File: config.mk
export PLATFORM = sky130hd
export DESIGN_NAME = fft_mag_stream
export DESIGN_NICKNAME = d
export VERILOG_FILES = /design/src/rtl/fft_mag_stream.sv
export SDC_FILE = /design/constraint.sdc
export NUM_CORES = 1
export LEC_CHECK = 0
export ABC_AREA = 0
export CELL_PAD_IN_SITES_DETAIL_PLACEMENT = 0
export CELL_PAD_IN_SITES_GLOBAL_PLACEMENT = 1
export CORE_AREA = 5 5 176 178
export DETAILED_ROUTE_END_ITERATION = 6
export DIE_AREA = 0 0 181 183
export HOLD_SLACK_MARGIN = 0.08
export PLACE_DENSITY_LB_ADDON = 0.1
export SLEW_MARGIN = 10
export SYNTH_ARGS = -nofsm -noshare
export SYNTH_HDL_FRONTEND = slang
export SYNTH_SLANG_ARGS = --single-unit
File: constraint.sdc
create_clock -name clk -period 4 [get_ports clk]
set_clock_uncertainty 0.1 [all_clocks]
set_input_delay 0.8 -clock clk [delete_from_list [all_inputs] [get_ports clk]]
set_output_delay 0.8 -clock clk [all_outputs]
set_load 0.05 [all_outputs]
File: src/rtl/fft_mag_stream.sv
`default_nettype none
// ------------------------------------------------------------------
// fft_mag_stream : streaming |re,im| magnitude approximation with
//                  per-frame peak tracking.           Rev 1.0
// ------------------------------------------------------------------
module fft_mag_stream #(
  parameter  int DATA_W    = 12,
  parameter  int NUM_CH    = 2,
  parameter  int FRAME_LEN = 256,
  localparam int MAG_W     = DATA_W + 1,
  localparam int IDX_W     = $clog2(FRAME_LEN * NUM_CH)
) (
  input  logic                       clk,
  input  logic                       rst,
  input  logic                       in_valid,
  output logic                       in_ready,
  input  logic [2*NUM_CH*DATA_W-1:0] in_data,
  input  logic [1:0]                 mode,
  output logic                       out_valid,
  input  logic                       out_ready,
  output logic [NUM_CH*MAG_W-1:0]    out_mag,
  output logic                       out_last,
  output logic                       peak_valid,
  output logic [MAG_W-1:0]           peak_mag,
  output logic [IDX_W-1:0]           peak_idx
);

  localparam int CNT_W = (FRAME_LEN > 1) ? $clog2(FRAME_LEN) : 1;
  localparam int LW    = NUM_CH * DATA_W;

  logic                    en;
  logic                    hs_out;
  logic                    v1_q, v2_q, v3_q;
  logic [1:0]              mode1_q, mode2_q;
  logic [LW-1:0]           a_d, b_d, a_q, b_q;
  logic [LW-1:0]           mx_d, mn_d, mx_q, mn_q;
  logic [NUM_CH*MAG_W-1:0] mag_d, out_mag_q;
  logic [CNT_W-1:0]        cnt_q;
  logic [MAG_W-1:0]        run_mag_q, best_mag, peak_mag_q;
  logic [IDX_W-1:0]        run_idx_q, best_idx, peak_idx_q;
  logic                    peak_valid_q;

  // The whole pipeline stalls as one unit, so in-flight beats never move under backpressure.
  assign en        = !v3_q | out_ready;
  assign in_ready  = en;
  assign out_valid = v3_q;
  assign out_mag   = out_mag_q;
  assign hs_out    = v3_q & out_ready;
  assign out_last  = (cnt_q == CNT_W'(FRAME_LEN - 1)) & v3_q;
  assign peak_valid = peak_valid_q;
  assign peak_mag   = peak_mag_q;
  assign peak_idx   = peak_idx_q;

  for (genvar k = 0; k < NUM_CH; k++) begin : g_lane
    logic [DATA_W-1:0] re, im, a, b;
    logic [MAG_W-1:0]  mxe, mne, mag;

    assign re = in_data[2*k*DATA_W +: DATA_W];
    assign im = in_data[(2*k+1)*DATA_W +: DATA_W];
    // Unsigned DATA_W result holds 2^(DATA_W-1) exactly for the most negative input.
    assign a_d[k*DATA_W +: DATA_W] = re[DATA_W-1] ? (~re + DATA_W'(1)) : re;
    assign b_d[k*DATA_W +: DATA_W] = im[DATA_W-1] ? (~im + DATA_W'(1)) : im;

    assign a = a_q[k*DATA_W +: DATA_W];
    assign b = b_q[k*DATA_W +: DATA_W];
    assign mx_d[k*DATA_W +: DATA_W] = (a >= b) ? a : b;
    assign mn_d[k*DATA_W +: DATA_W] = (a >= b) ? b : a;

    assign mxe = MAG_W'(mx_q[k*DATA_W +: DATA_W]);
    assign mne = MAG_W'(mn_q[k*DATA_W +: DATA_W]);
    always_comb begin
      mag = mxe;
      case (mode2_q)
        2'b00:   mag = mxe + (mne >> 1);
        2'b01:   mag = mxe + (mne >> 2);
        2'b10:   mag = mxe + mne;
        default: mag = mxe;
      endcase
    end
    assign mag_d[k*MAG_W +: MAG_W] = mag;
  end

  // Beat 0 seeds the running peak; afterwards only a strictly larger lane replaces it.
  always_comb begin
    best_mag = run_mag_q;
    best_idx = run_idx_q;
    for (int k = 0; k < NUM_CH; k++) begin
      if (((cnt_q == '0) && (k == 0)) || (out_mag_q[k*MAG_W +: MAG_W] > best_mag)) begin
        best_mag = out_mag_q[k*MAG_W +: MAG_W];
        best_idx = IDX_W'(cnt_q) * IDX_W'(NUM_CH) + IDX_W'(k);
      end
    end
  end

  always_ff @(posedge clk) begin
    if (rst) begin
      v1_q      <= 1'b0;
      v2_q      <= 1'b0;
      v3_q      <= 1'b0;
      mode1_q   <= 2'b00;
      mode2_q   <= 2'b00;
      a_q       <= '0;
      b_q       <= '0;
      mx_q      <= '0;
      mn_q      <= '0;
      out_mag_q <= '0;
    end else if (en) begin
      v1_q      <= in_valid;
      mode1_q   <= mode;
      a_q       <= a_d;
      b_q       <= b_d;
      v2_q      <= v1_q;
      mode2_q   <= mode1_q;
      mx_q      <= mx_d;
      mn_q      <= mn_d;
      v3_q      <= v2_q;
      out_mag_q <= mag_d;
    end
  end

  always_ff @(posedge clk) begin
    if (rst) begin
      cnt_q        <= '0;
      run_mag_q    <= '0;
      run_idx_q    <= '0;
      peak_mag_q   <= '0;
      peak_idx_q   <= '0;
      peak_valid_q <= 1'b0;
    end else begin
      peak_valid_q <= 1'b0;
      if (hs_out) begin
        cnt_q     <= out_last ? '0 : cnt_q + CNT_W'(1);
        run_mag_q <= best_mag;
        run_idx_q <= best_idx;
        if (out_last) begin
          peak_mag_q   <= best_mag;
          peak_idx_q   <= best_idx;
          peak_valid_q <= 1'b1;
        end
      end
    end
  end

endmodule
`default_nettype wire

==> impl_metrics.py, run 1 <==
metrics = {
    "outcome": {
        "outcome": "finished, final reports clean",
    },
    "placement": {
        "place_ws_ns": -0.02517,
        "gp_congestion": 0.8791,
        "post-dp-hpwl_mm": 23.56,
        "port-buffer-count": 105,
    },
    "routing": {
        "dr.pass1.iters": 5,
        "drc": 0,
        "wl_mm": 31.73,
        "vias_per_cell": 5.436,
        "drt_iter0_drc": 401,
        "num_vias": 10240,
        "antenna_left": 0,
        "wl_per_cell_um": 16.84,
    },
    "sta": {
        "max_slew_margin": 0.4080,
        "max_freq_mhz": 263.7,
        "worstMarginPinSlew_ns": 0.8766,
        "setup_tns_ns": 0,
        "min_period_ns": 3.792,
        "fin_crit_sh": 0.9480,
        "hold_viol": 0,
        "rsz0062_at_grt": "no",
        "maxSlewViolCount": 0,
        "setup_violations": 0,
        "fin_ws_ns": 0.2079,
    },
    "clock_tree": {
        "cts_buffers": 17,
        "cts.path.max_buffers": 2,
        "clkLatencyLatePin_ns": 0.44,
        "hold_buffers": 0,
        "cts_sinks": 182,
        "htreeDepth": 4,
        "tritoncts": "done",
        "cts_root_buffer": "clkbuf_16",
        "clkTransAtPathRegs_ns": 0.08,
    },
    "synthesis": {
        "async_flop_share": 0,
        "synth_seq_area_share": 0.3234,
        "synth-edff-count": 0,
        "ys_ff_latch": 182,
        "yosysUniqueCellTypes": 67,
        "synth_ff_type": "dfxtp_1",
        "netlist_area_um2": 11270,
        "syn_inst": 1410,
        "synth.avg_cell_area_um2": 7.990,
        "ys_warn_count": 0,
        "mappedNetlistNets": 1549,
    },
    "critical_path": {
        "cp-end-kind": "register",
        "critPathLaunchType": "register",
        "crit_type": "reg2reg",
        "path_max_fanout": 15,
        "required_ns": 4.26,
        "arrival_ns": 4.05,
        "critPathMaxStageDelay_ns": 0.40,
        "crit_chain": "inv_1 > ha_1 > a21oi_1 > a21boi_0 > o31a_1 > o31a_2 > buf_12 > mux2i_2 > inv_1 > ha_1 > nand4b_1 > a31oi_1 > o21a_1 > o21a_1 > buf_4 > nand4_1 > o211ai_1",
        "cp_slowest_cell": "o31a_2",
    },
    "die": {
        "pin_count": 106,
        "core_um2": 29240,
        "die_h_um": 183,
        "std_cell_rows": 63,
        "start_util": 0.3852,
        "die_w_um": 181,
        "die_area_um2": 33120,
    },
    "global_routing": {
        "grt_first_pass_wirelength_mm": 52.48,
        "grt_pass1_vias": 9915,
        "grtUsageTotal": 0.1903,
        "antenna_found_initial": 0,
        "grt_max_degree": 104,
        "overflow": 0,
    },
    "min_path": {
        "hp-class": "reg2reg",
    },
    "final_layout": {
        "nets": 1620,
        "fill_cells": 2931,
        "drive_gt1_frac": 0.08166,
        "diodes": 0,
        "syn2layout_area_growth_pct": 19.32,
        "most-common-layout-cells": "dfxtp_1 (181), nand2_1 (159), o21ai_0 (148)",
        "mostFrequentLayoutCell": "dfxtp_1",
    },
    "pwr": {
        "power.leakage_nw": 5.225,
        "pwr_density_cell_nw_per_um2": 417.9,
        "max-vdd-ir-drop_uv": 285.7,
    },
    "flow_run": {
        "cap_violations": 0,
    },
}
sequential cells by signal (all words and copies together) (netlist names):
register,cells
out_mag,26
a_q,24
b_q,24
mn_q,24
mx_q,24
peak_mag,13
run_mag_q,13
peak_idx,9
run_idx_q,9
cnt_q,8
mode1_q,2
mode2_q,2
out_valid,1
peak_valid,1
v1_q,1
v2_q,1
worst max-delay path, delay by kind of cell, from the launching register on:
family	cells	cell delay [ns]
and+or+nand+nor	2	0.29
adders and majority gates	2	0.49
AOI/OAI and AO/OA	8	1.67
DFF	1	0.34
muxes	1	0.27
buffers and inverters	4	0.56
where the power goes:
group	switching (mW)	internal, mW	total, mW
Clock	0.820	0.892	1.71
Sequential	0.184	1.97	2.15
Combinational	1.05	0.707	1.75
cell type report:
type	count	area (um2)	share of cell area
Multi-Input combinational cell	1058	6994	0.5203
Tap cell	390	488.0	0.03630
Clock inverter	14	161.4	0.01201
Clock buffer	18	429.2	0.03192
Sequential cell	182	3645	0.2711
Timing Repair Buffer	155	1469	0.1093
Inverter	67	256.5	0.01908
cell usage after synthesis, drive strengths merged, types with 7 or more instances:
library cell | number | area [um2]
dfxtp | 182 | 3643
nand2 | 160 | 600.6
o21ai | 152 | 760.7
nor2 | 100 | 375.4
a211oi | 86 | 645.6
clkbuf | 83 | 311.6
ha | 83 | 1039
a21oi | 67 | 339.1
inv | 67 | 251.5
nand3 | 54 | 270.3
a31oi | 32 | 206.5
mux2i | 29 | 394.1
xor2 | 28 | 245.2
nor3 | 23 | 126.4
a22oi | 20 | 150.1
buf | 20 | 98.85
o31ai | 20 | 201.4
xnor2 | 19 | 166.4
a21o | 17 | 127.6
nand2b | 16 | 100.1
o211ai | 14 | 105.1
a32oi | 13 | 113.9
nand3b | 12 | 90.09
o221ai | 11 | 96.34
and3 | 10 | 62.56
nand4 | 10 | 62.56
or3 | 10 | 77.57
o41ai | 9 | 78.83
nor2b | 7 | 43.79
worst paths after layout:
check	from	end	slack [ns]	depth (start not counted)
worst max-delay path	run_mag_q[3]$_SDFFE_PP0P_	run_mag_q[0]$_SDFFE_PP0P_	0.21	17
worst min-delay path	peak_idx[8]$_SDFFE_PP0P_	peak_idx[8]$_SDFFE_PP0P_	0.34	2
worst max register to register	run_mag_q[3]$_SDFFE_PP0P_	run_mag_q[0]$_SDFFE_PP0P_	0.21	17
worst min register to register	peak_idx[8]$_SDFFE_PP0P_	peak_idx[8]$_SDFFE_PP0P_	0.34	2
what timing repair did:
action | in CTS | in global routing
endpoints found under the setup margin | 15 | 42
hold endpoints to repair | 0 | 0
buffers inserted | 0 | 1
resized for setup | 1 | 5
pin swaps | 0 | 3
cloned | 0 | 0
cells by family (layout without fill, tap and decap cells):
family	count (synthesis)	in the layout	synth area share
adders and majority gates	85	85	0.09574
buffers and inverters	170	254	0.05875
AOI/OAI and AO/OA	470	470	0.2735
xor gates and xnor gates	47	47	0.03654
DFF	182	182	0.3234
muxes	31	31	0.03698
and+or+nand+nor	425	425	0.1750
metal layers:
metal,global-route usage,vias to the layer above,part of all wire,routed length (um)
met5,0,-,0,0
li1,-,5292,-,-
met2,0.3088,211,0.44,14100
met4,0.04623,0,0.014,435
met3,0.02896,26,0.038,1214
met1,0.2681,4712,0.50,15980
through the flow:
step           hold WS, ns  utilization  total power [mW]  instances  cell area (um2)
2_1_floorplan       0.3321            -             3.301       1410            11270
3_3_place_gp        0.3224       0.4383             3.905       1851            12820
3_5_place_dp        0.3281       0.4383             3.916       1851            12820
4_1_cts             0.3401       0.4586             5.652       1883            13410
5_1_grt             0.3580       0.4597             5.964       1884            13440
6_report            0.3351       0.4597             5.618       1884            13440
Power figures use the tool's default switching activity.
==> run 2: changes to the inputs <==
--- a/config.mk
+++ b/config.mk
@@ -9,6 +9,7 @@
 export CELL_PAD_IN_SITES_DETAIL_PLACEMENT = 0
 export CELL_PAD_IN_SITES_GLOBAL_PLACEMENT = 1
 export CORE_AREA = 5 5 176 178
+export CTS_CLUSTER_SIZE = 30
 export DETAILED_ROUTE_END_ITERATION = 6
 export DIE_AREA = 0 0 181 183
 export HOLD_SLACK_MARGIN = 0.08
==> results of run 2 <==
No change in the layout: final DEF, timing and power equal those of run 1.
==> run 3: changes to the inputs <==
--- a/config.mk
+++ b/config.mk
@@ -8,10 +8,10 @@
 export ABC_AREA = 0
 export CELL_PAD_IN_SITES_DETAIL_PLACEMENT = 0
 export CELL_PAD_IN_SITES_GLOBAL_PLACEMENT = 1
-export CORE_AREA = 5 5 176 178
+export CORE_AREA = 3 3 174 176
 export CTS_CLUSTER_SIZE = 30
 export DETAILED_ROUTE_END_ITERATION = 6
-export DIE_AREA = 0 0 181 183
+export DIE_AREA = 0 0 177 179
 export HOLD_SLACK_MARGIN = 0.08
 export PLACE_DENSITY_LB_ADDON = 0.1
 export SLEW_MARGIN = 10
==> run 3 against run 2 <==
  * Critical path depth is the same
  * Highest routed layer unchanged
  * Final cell count shrank 0.27%
  * Setup slack better by 0.0089 ns
  * Count of clock-buffer cells in the layout grew 1
  * Core utilization is 0.87 points higher
  * Sequential share of layout area down 0.064 points
  * First-iteration DRC count rose by 22%
  * Clock power is essentially flat
  * Worst hold slack got worse by 0.0013 ns
==> impl_metrics.py, run 3 (synthesis results as in run 1) <==
metrics = {
    "final_layout": {
        "stdcell_count": 1879,
        "layout.area.seq_um2": 3646,
        "stdcell_area_um2": 13480,
        "multiInputGateArea_um2": 7034,
        "nets": 1621,
        "fill_cells": 2917,
        "largest_reg_flops": 26,
        "syn2layout_area_growth_pct": 19.65,
        "drive_gt1_frac": 0.08495,
        "most-common-layout-cells": "dfxtp_1 (180), nand2_1 (159), o21ai_0 (148)",
        "mostFrequentLayoutCell": "dfxtp_1",
        "diodes": 0,
    },
    "critical_path": {
        "cp_slowest_cell": "dfxtp_1",
        "cp-end-kind": "register",
        "crit_chain": "inv_1 > ha_1 > a21oi_1 > a21boi_0 > o31a_1 > o31a_4 > buf_12 > mux2i_4 > ha_1 > nand4_1 > nor3_2 > o21a_2 > o21ai_4 > buf_4 > a21oi_2 > buf_12 > mux2i_1",
        "arrival_ns": 4.05,
        "crit_type": "reg2reg",
        "crit_buf_inv": 4,
        "critPathLaunchType": "register",
        "required_ns": 4.26,
        "critPathMaxStageDelay_ns": 0.34,
        "crit_family": "compound AO/OA/AOI/OAI gates",
        "path_max_fanout": 10,
    },
    "routing": {
        "vias_per_cell": 5.433,
        "num_vias": 10210,
        "wl_per_cell_um": 16.82,
        "antenna_left": 0,
        "drc": 0,
        "drt_iter0_drc": 490,
        "dr.pass1.iters": 5,
        "wl_mm": 31.60,
    },
    "pwr": {
        "power.leakage_nw": 5.232,
        "p_int_mw": 3.594,
        "pwr-share-seq": 0.384,
        "pwr_density_cell_nw_per_um2": 416.8,
        "swShare": 0.3602,
        "switching_power_mw": 2.023,
        "comb_power_share": 0.314,
        "power.share.clock": 0.302,
        "max-vdd-ir-drop_uv": 290.3,
    },
    "clock_tree": {
        "tritoncts": "done",
        "clkTransAtPathRegs_ns": 0.07,
        "cts.path.max_buffers": 2,
        "cts_buffers": 17,
        "htreeDepth": 4,
        "clkLatencyLatePin_ns": 0.44,
        "cts_root_buffer": "clkbuf_16",
        "cts_sinks": 182,
        "hold_buffers": 0,
    },
    "outcome": {
        "outcome": "finished, final reports clean",
    },
    "placement": {
        "post-dp-hpwl_mm": 23.01,
        "gp_congestion": 0.8750,
        "port-buffer-count": 105,
        "place_ws_ns": -0.04454,
        "placed_cells": 1844,
        "place_area_um2": 12800,
    },
    "sta": {
        "worstMarginPinSlew_ns": 0.8744,
        "min_period_ns": 3.783,
        "max_slew_margin": 0.4171,
        "maxSlewViolCount": 0,
        "hold_viol": 0,
        "setup_violations": 0,
        "fin_crit_sh": 0.9458,
        "max_freq_mhz": 264.3,
        "fin_ws_ns": 0.2168,
    },
    "global_routing": {
        "use_met2": 0.3147,
        "overflow": 0,
        "grt_max_degree": 103,
        "grt_first_pass_wirelength_mm": 51.43,
        "grt.busiest_layer": "met2",
        "grtUsageTotal": 0.2006,
        "antenna_found_initial": 0,
        "use_met3": 0.03007,
        "use_met1": 0.2844,
        "grt_pass1_vias": 9565,
    },
    "die": {
        "pin_count": 106,
        "start_util": 0.3914,
        "die_w_um": 177,
        "core_um2": 28780,
        "std_cell_rows": 62,
        "die_h_um": 179,
        "die_area_um2": 31680,
    },
    "min_path": {
        "hp-class": "reg2reg",
    },
    "flow_run": {
        "cap_violations": 0,
    },
}
==> run 3: cell count changes in the layout (fill, tap and decap cells not counted), moves of 2 or more <==
| cell | delta |
|---|---|
| clkinv_8 | -2 |
| mux2i_4 | +2 |
| o21a_1 | -2 |
| o21a_2 | +2 |
==> run 3: through the flow <==
| stage | total power [mW] | utilization | hold slack [ns] | TNS, ns |
|---|---|---|---|---|
| final | 5.618 | 0.4684 | 0.3338 | 0 |
| after global placement | 3.881 | 0.4449 | 0.3244 | 0 |
| after global routing | 5.953 | 0.4684 | 0.3554 | -0.006445 |
| after floorplan | 3.301 | - | 0.3321 | 0 |
| after CTS | 5.597 | 0.4652 | 0.3396 | 0 |
| after detailed placement | 3.893 | 0.4449 | 0.3284 | -0.1656 |
==> run 3: cell type report <==
cell class	count	area share
Multi-Input combinational cell	1058	0.5219
Tap cell	384	0.03564
Timing Repair Buffer	156	0.1098
Inverter	67	0.01903
Clock inverter	13	0.01030
Sequential cell	182	0.2705
Clock buffer	19	0.03286
==> run 3: routing by layer <==
metal  vias up  routed length (um)
met4         0                 605
met5         -                   0
met2       224               13920
met1      4682               15870
met3        32                1201
li1       5271                   -
==> run 3: worst reg2reg max path: cells and delay by family, from the launching register on <==
| kind | cells | cell delay (ns) |
|---|---|---|
| adder cells (fa/ha/maj) | 2 | 0.62 |
| flip-flops | 1 | 0.34 |
| buffers and inverters | 4 | 0.53 |
| AND/OR/NAND/NOR | 2 | 0.39 |
| multiplexers | 2 | 0.38 |
| AO/OA/AOI/OAI | 7 | 1.35 |
==> run 3: path summary, 6_finish.rpt <==
path,from,to,slack [ns],depth (start not counted)
max reg2reg,run_mag_q[3]$_SDFFE_PP0P_,run_idx_q[4]$_SDFFE_PP0P_,0.22,17
min reg2reg,peak_idx[7]$_SDFFE_PP0P_,peak_idx[7]$_SDFFE_PP0P_,0.33,2
max,run_mag_q[3]$_SDFFE_PP0P_,run_idx_q[4]$_SDFFE_PP0P_,0.22,17
min,peak_idx[7]$_SDFFE_PP0P_,peak_idx[7]$_SDFFE_PP0P_,0.33,2
==> run 3: timing repair <==
action / CTS / global route
hold endpoints to repair: 0 / 0
setup buffers: 0 / 3
endpoints found under the setup margin: 22 / 45
resized for setup: 1 / 15
pin swaps: 0 / 4
==> run 3: power by group through the flow <==
stage | registers [mW] | clock network [mW] | logic [mW]
global route | 2.18 | 1.81 | 1.97
detailed placement | 2.19 | 0 | 1.70
global placement | 2.19 | 0 | 1.69
floorplan | 2.27 | 0 | 1.03
finish | 2.16 | 1.70 | 1.77
CTS | 2.15 | 1.74 | 1.71
